**config.mk**
```make
export PLATFORM = sky130hd
export DESIGN_NAME = busif_chain_sync
export DESIGN_NICKNAME = d
export VERILOG_FILES = /design/src/rtl/busif_chain_sync.sv
export SDC_FILE = /design/constraint.sdc
export NUM_CORES = 1
export LEC_CHECK = 0
export ABC_AREA = 0
export BUFFER_PORTS_ARGS = -buffer_cell sky130_fd_sc_hd__buf_2
export CAP_MARGIN = 10
export CORE_AREA = 2 2 124 102
export CTS_CLUSTER_DIAMETER = 60
export DETAILED_ROUTE_END_ITERATION = 7
export DIE_AREA = 0 0 126 104
export GPL_TIMING_DRIVEN = 0
export PLACE_DENSITY_LB_ADDON = 0.25
export SLEW_MARGIN = 10
export SYNTH_ARGS = -nofsm -noshare
export SYNTH_HDL_FRONTEND = slang
export SYNTH_SLANG_ARGS = --single-unit
```
**constraint.sdc**
```tcl
create_clock -name clk_i -period 1.97 [get_ports clk_i]
set_clock_uncertainty 0.2 [all_clocks]
set_input_delay 0.197 -clock clk_i [delete_from_list [all_inputs] [get_ports clk_i]]
set_output_delay 0.197 -clock clk_i [all_outputs]
set_load 0.01 [all_outputs]
```
**src/rtl/busif_chain_sync.sv**
```systemverilog
// JTAG debug-bus scan chain running on the SoC clock: TCK and its controls are oversampled,
// shifted commands become req/ack bus transactions, and results are captured back for the debugger.
module busif_chain_sync #(
  parameter int RADDR_WIDTH = 12,
  parameter int RDATA_WIDTH = 32,
  parameter int SYNC_STAGES = 2,
  parameter int TIMEOUT     = 255
) (
  input  logic                   clk_i,
  input  logic                   rst_i,
  input  logic                   TCK,
  input  logic                   SEL_CHAIN,
  input  logic                   LOAD_CHAIN,
  input  logic                   STORE_CHAIN,
  input  logic                   SI,
  output logic                   SO,
  output logic [RADDR_WIDTH-1:0] addr_o,
  output logic [RDATA_WIDTH-1:0] data_o,
  input  logic [RDATA_WIDTH-1:0] data_i,
  output logic                   wr_o,
  output logic                   req_o,
  input  logic                   ack_i
);

  localparam int W  = RADDR_WIDTH + RDATA_WIDTH + 2;
  localparam int CW = $clog2(TIMEOUT + 1);

  typedef enum logic {IDLE, REQ} state_t;

  // Bus handshake: req_o stays high with addr_o/data_o/wr_o stable until ack_i is
  // sampled high (transfer completes on that edge) or the timeout expires.
  state_t                 state, state_nxt;
  logic [SYNC_STAGES-1:0] tck_sync, sel_sync, load_sync, store_sync, si_sync;
  logic                   tck_d;
  logic [W-1:0]           chain;
  logic                   so_r;
  logic                   req_r, wr_r, inc_r, err, err_clr;
  logic [RADDR_WIDTH-1:0] addr_r;
  logic [RDATA_WIDTH-1:0] wdata_r, rdata_r;
  logic [CW-1:0]          tmo_cnt;
  logic                   tck_s, sel_s, load_s, store_s, si_s;
  logic                   chain_evt, load_evt, store_evt, shift_evt;
  logic                   cmd_accept, overrun, bus_done, timed_out, busy;
  logic [1:0]             chain_op;

  always_ff @(posedge clk_i) begin
    if (rst_i) begin
      tck_sync   <= '0;
      sel_sync   <= '0;
      load_sync  <= '0;
      store_sync <= '0;
      si_sync    <= '0;
      tck_d      <= 1'b0;
    end else begin
      tck_sync   <= {tck_sync[SYNC_STAGES-2:0], TCK};
      sel_sync   <= {sel_sync[SYNC_STAGES-2:0], SEL_CHAIN};
      load_sync  <= {load_sync[SYNC_STAGES-2:0], LOAD_CHAIN};
      store_sync <= {store_sync[SYNC_STAGES-2:0], STORE_CHAIN};
      si_sync    <= {si_sync[SYNC_STAGES-2:0], SI};
      tck_d      <= tck_s;
    end
  end

  assign tck_s   = tck_sync[SYNC_STAGES-1];
  assign sel_s   = sel_sync[SYNC_STAGES-1];
  assign load_s  = load_sync[SYNC_STAGES-1];
  assign store_s = store_sync[SYNC_STAGES-1];
  assign si_s    = si_sync[SYNC_STAGES-1];

  assign chain_evt = tck_s & ~tck_d & sel_s;
  assign load_evt  = chain_evt & load_s;
  assign store_evt = chain_evt & ~load_s & store_s;
  assign shift_evt = chain_evt & ~load_s & ~store_s;
  assign chain_op  = chain[1:0];
  assign busy      = (state != IDLE);

  always_ff @(posedge clk_i) begin
    if (rst_i) begin
      chain <= '0;
      so_r  <= 1'b0;
    end else if (load_evt) begin
      chain <= {addr_r, rdata_r, busy, err};
      so_r  <= err;
    end else if (shift_evt) begin
      chain <= {si_s, chain[W-1:1]};
      so_r  <= chain[1];
    end
  end

  always_comb begin
    state_nxt  = state;
    cmd_accept = 1'b0;
    overrun    = 1'b0;
    bus_done   = 1'b0;
    timed_out  = 1'b0;
    case (state)
      IDLE: begin
        if (store_evt && chain_op != 2'b00) begin
          cmd_accept = 1'b1;
          state_nxt  = REQ;
        end
      end
      REQ: begin
        overrun = store_evt;
        // Ack and timeout only count once req_o is actually visible on the bus.
        if (req_r && ack_i) begin
          bus_done  = 1'b1;
          state_nxt = IDLE;
        end else if (req_r && tmo_cnt == CW'(TIMEOUT - 1)) begin
          timed_out = 1'b1;
          state_nxt = IDLE;
        end
      end
      default: state_nxt = IDLE;
    endcase
  end

  always_ff @(posedge clk_i) begin
    if (rst_i) begin
      state   <= IDLE;
      req_r   <= 1'b0;
      addr_r  <= '0;
      wdata_r <= '0;
      wr_r    <= 1'b0;
      inc_r   <= 1'b0;
      rdata_r <= '0;
      err     <= 1'b0;
      err_clr <= 1'b0;
      tmo_cnt <= '0;
    end else begin
      state   <= state_nxt;
      err_clr <= load_evt;
      if (overrun || timed_out) err <= 1'b1;
      else if (err_clr)         err <= 1'b0;
      if (cmd_accept) begin
        addr_r  <= chain[W-1 -: RADDR_WIDTH];
        wdata_r <= chain[RDATA_WIDTH+1:2];
        wr_r    <= chain_op[0];
        inc_r   <= &chain_op;
        tmo_cnt <= '0;
      end else if (req_r && !ack_i) begin
        tmo_cnt <= tmo_cnt + 1'b1;
      end
      if (bus_done || timed_out) req_r <= 1'b0;
      else if (state == REQ)     req_r <= 1'b1;
      if (bus_done) begin
        if (!wr_r) rdata_r <= data_i;
        if (inc_r) addr_r  <= addr_r + 1'b1;
      end
    end
  end

  assign SO     = so_r;
  assign req_o  = req_r;
  assign addr_o = addr_r;
  assign data_o = wdata_r;
  assign wr_o   = wr_r;

endmodule

```
==> impl_metrics.csv <==
group,metric,value,unit
clock_network,path_clk_slew,0.06,ns
synthesis,synth_flop_cell,"dfxtp_1",
cells_and_area,syn2layout_area_growth,29.0,%
timing,rsz0062_at_grt,"false",
synthesis,asyncSetResetFlopFracSynth,0,%
timing,finalCritPeriodShare,93.7,%
job,drv_cap,0,
timing,finalMaxSlewViolations,0,
floorplanning,start_util,48.6,%
timing,setup_tns,0,ns
synthesis,yosysSeqAreaShare,50.9,%
place,pre_cts_ws,0.0526,ns
clock_network,cts_setup_buffers,0,
place,numPortBuffers,86,
synthesis,synthTopCellsByArea,"dfxtp_1, nand2_1, a21oi_1",
floorplanning,die-height,104,microns
clock_network,cts_buffer_depth,2,
timing,fmax,0.542,GHz
place,gp_congestion,0.857,
route,ant_nets,0,
clock_network,clk_latency,0.42,ns
global_route,grt_antenna_before_repair,0,
power,power,6.70,mW
route,drc_errors,0,
timing,finalHoldViolCount,0,
timing,tightest_slew,0.584,ns
power,power.density,898,nW/um^2
synthesis,ys_ff_latch,147,
timing,slew_headroom,61.1,%
power,ir_drop,0.000637,V
route,drt_iter0_drc,372,
global_route,grt_pass1_wl,25900,microns
synthesis,netlist.area_leader.share,50.9,%
clock_network,clock_sinks,147,
route,firstDrtPassIters,5,
synthesis,avgSynthCellArea,8.53,sq um
cells_and_area,finish.net_count,865,
global_route,grt_pass1_vias,5342,
setup_path,arrival,1.99,ns
cells_and_area,final_cell_count_no_fill,987,
setup_path,cp_data_required_time,2.12,ns
global_route,grt_overflow,0,
clock_network,cts_buffers,17,
cells_and_area,drive_gt1_share,19.2,%
setup_path,worstSetupPathType,"flip-flop to flip-flop",
synthesis,netlist.top_cell.by_area,"dfxtp_1",
place,post-dp-hpwl,10600,microns
place,dp_cells,916,
floorplanning,core_area,11900,sq um
route,totalWireLength,15700,microns
synthesis,netlist_area,5780,sq um
setup_path,worst_setup_path_end_kind,"flip-flop",
route,dr_total_vias,5502,
synthesis,syn_inst,678,
clock_network,cts_tree,"built",
clock_network,cts_root_buf,"clkbuf_16",
timing,min_period,1.85,ns
floorplanning,ios,87,
cells_and_area,n_antenna_cell,0,
route,avgViaCountPerCell,5.57,
global_route,grt_usage,24.4,%
cells_and_area,final_util,62.7,%
synthesis,ys_types,49,
floorplanning,dieWidth,126,microns
worst_hold_path,hold_class,"flip-flop to flip-flop",
timing,timing.final.ws_setup,0.124,ns
floorplanning,die-area,13100,sq um
setup_path,worstPathMaxFanout,10,
power,p_leak,2.73,nW
timing,finalSetupViolations,0,
run_status,status,"finished clean",
route,wire_per_inst,15.9,microns
floorplanning,rows,36,
synthesis,syn_nets,721,
clock_network,htreeDepth,4,
global_route,grt_max_degree,17,
synthesis,synth-edff-count,0,
synthesis,ys.warnings.count,0,
setup_path,crit_path_start_kind,"flip-flop",
[kinds of logic after synthesis]
family / after synthesis / synth area share [%]
buf+inv: 57 / 4.98
mux: 2 / 0.368
compound gates: 188 / 20.2
flops: 147 / 50.9
simple gates: 274 / 21.8
fa+ha+maj: 3 / 0.649
xor+xnor: 7 / 1.06
[state kept, by name, indices dropped and copies added (netlist names), 2 cells and up]
signal      count
data_o         32
chain          46
load_sync       2
si_sync         2
tck_sync        2
rdata_r        32
store_sync      2
tmo_cnt         8
sel_sync        2
addr_o         12
[layout make-up]
cell class	instances	area, sq um
fillers	1008	4430
clock inverters	10	179
clock buffers	22	464
flip-flops and latches	147	2950
well taps	152	190
plain buffers	53	280
inverters	4	15.0
repair buffers	125	821
multi-input cells	474	2560
[through the flow]
| step | hold WS (ns) | area [sq um] |
|---|---|---|
| floorplan | 0.125 | 5780 |
| global placement | 0.210 | 6400 |
| detailed placement | 0.216 | 6400 |
| CTS | 0.248 | 7440 |
| global route | 0.267 | 7460 |
| finish | 0.247 | 7460 |
[per-layer routing]
layer / share of wire (%) / routed length [microns] / global-route usage [%] / vias to the layer above
met5: 0 / 0 / 0 / -
li1: - / - / - / 2677
met2: 46 / 7220 / 37.6 / 182
met1: 46 / 7260 / 33.2 / 2621
met4: 1.3 / 208 / 8.01 / 0
met3: 6.4 / 1010 / 6.58 / 22
[Yosys cell counts (2+ instances only)]
master / count
a21oi_1: 122
a2bb2oi_1: 3
a311oi_1: 3
a31oi_1: 7
and2_1: 3
and3_1: 4
and4_1: 3
buf_2: 17
buf_4: 2
buf_6: 6
clkbuf_1: 27
dfxtp_1: 147
ha_1: 3
inv_1: 4
nand2_1: 191
nand2b_1: 2
nand3_1: 12
nand4_1: 7
nor2_1: 10
nor2_2: 2
nor2b_1: 13
nor3_1: 11
o221ai_1: 46
or3_1: 3
xnor2_1: 4
xor2_1: 3
[cells in the final DEF (no fill, tap or decap), drive strengths merged, types with 12 or more instances in the layout]
master,n
dfxtp,147
nor2b,13
nand3,14
clkbuf,49
nor3,12
a21oi,122
o221ai,46
nor2,12
buf,112
nand2,191
dlygate4sd3,39
[final timing paths]
| check | depth (start not counted) | slack [ns] | end | startpoint |
|---|---|---|---|---|
| setup / recovery | 5 | 0.12 | chain[8]$_SDFFE_PP0P_ | load_sync[1]$_SDFF_PP0_ |
| hold / removal | 1 | 0.25 | tck_sync[1]$_SDFF_PP0_ | tck_sync[0]$_SDFF_PP0_ |
| setup reg to reg | 5 | 0.12 | chain[8]$_SDFFE_PP0P_ | load_sync[1]$_SDFF_PP0_ |
| hold reg to reg | 1 | 0.25 | tck_sync[1]$_SDFF_PP0_ | tck_sync[0]$_SDFF_PP0_ |
[where the power goes]
| group | internal, mW | switching [mW] |
|---|---|---|
| Sequential | 2.98 | 0.00584 |
| Clock | 2.31 | 1.19 |
| Combinational | 0.0979 | 0.110 |
[worst max-delay path: stages, from the launching register on]
cell      delay, ns
dfxtp_1        0.32
inv_1          0.14
buf_2          0.27
buf_1          0.45
o221ai_1       0.21
a21oi_1        0.18
[repair_timing]
| action | in CTS | in global routing |
|---|---|---|
| endpoints found under the hold margin | 39 | 0 |
| resized for setup | 0 | 16 |
| setup endpoints to repair | 0 | 34 |
| hold buffers | 39 | 0 |
(Power assumes the default switching activity.)
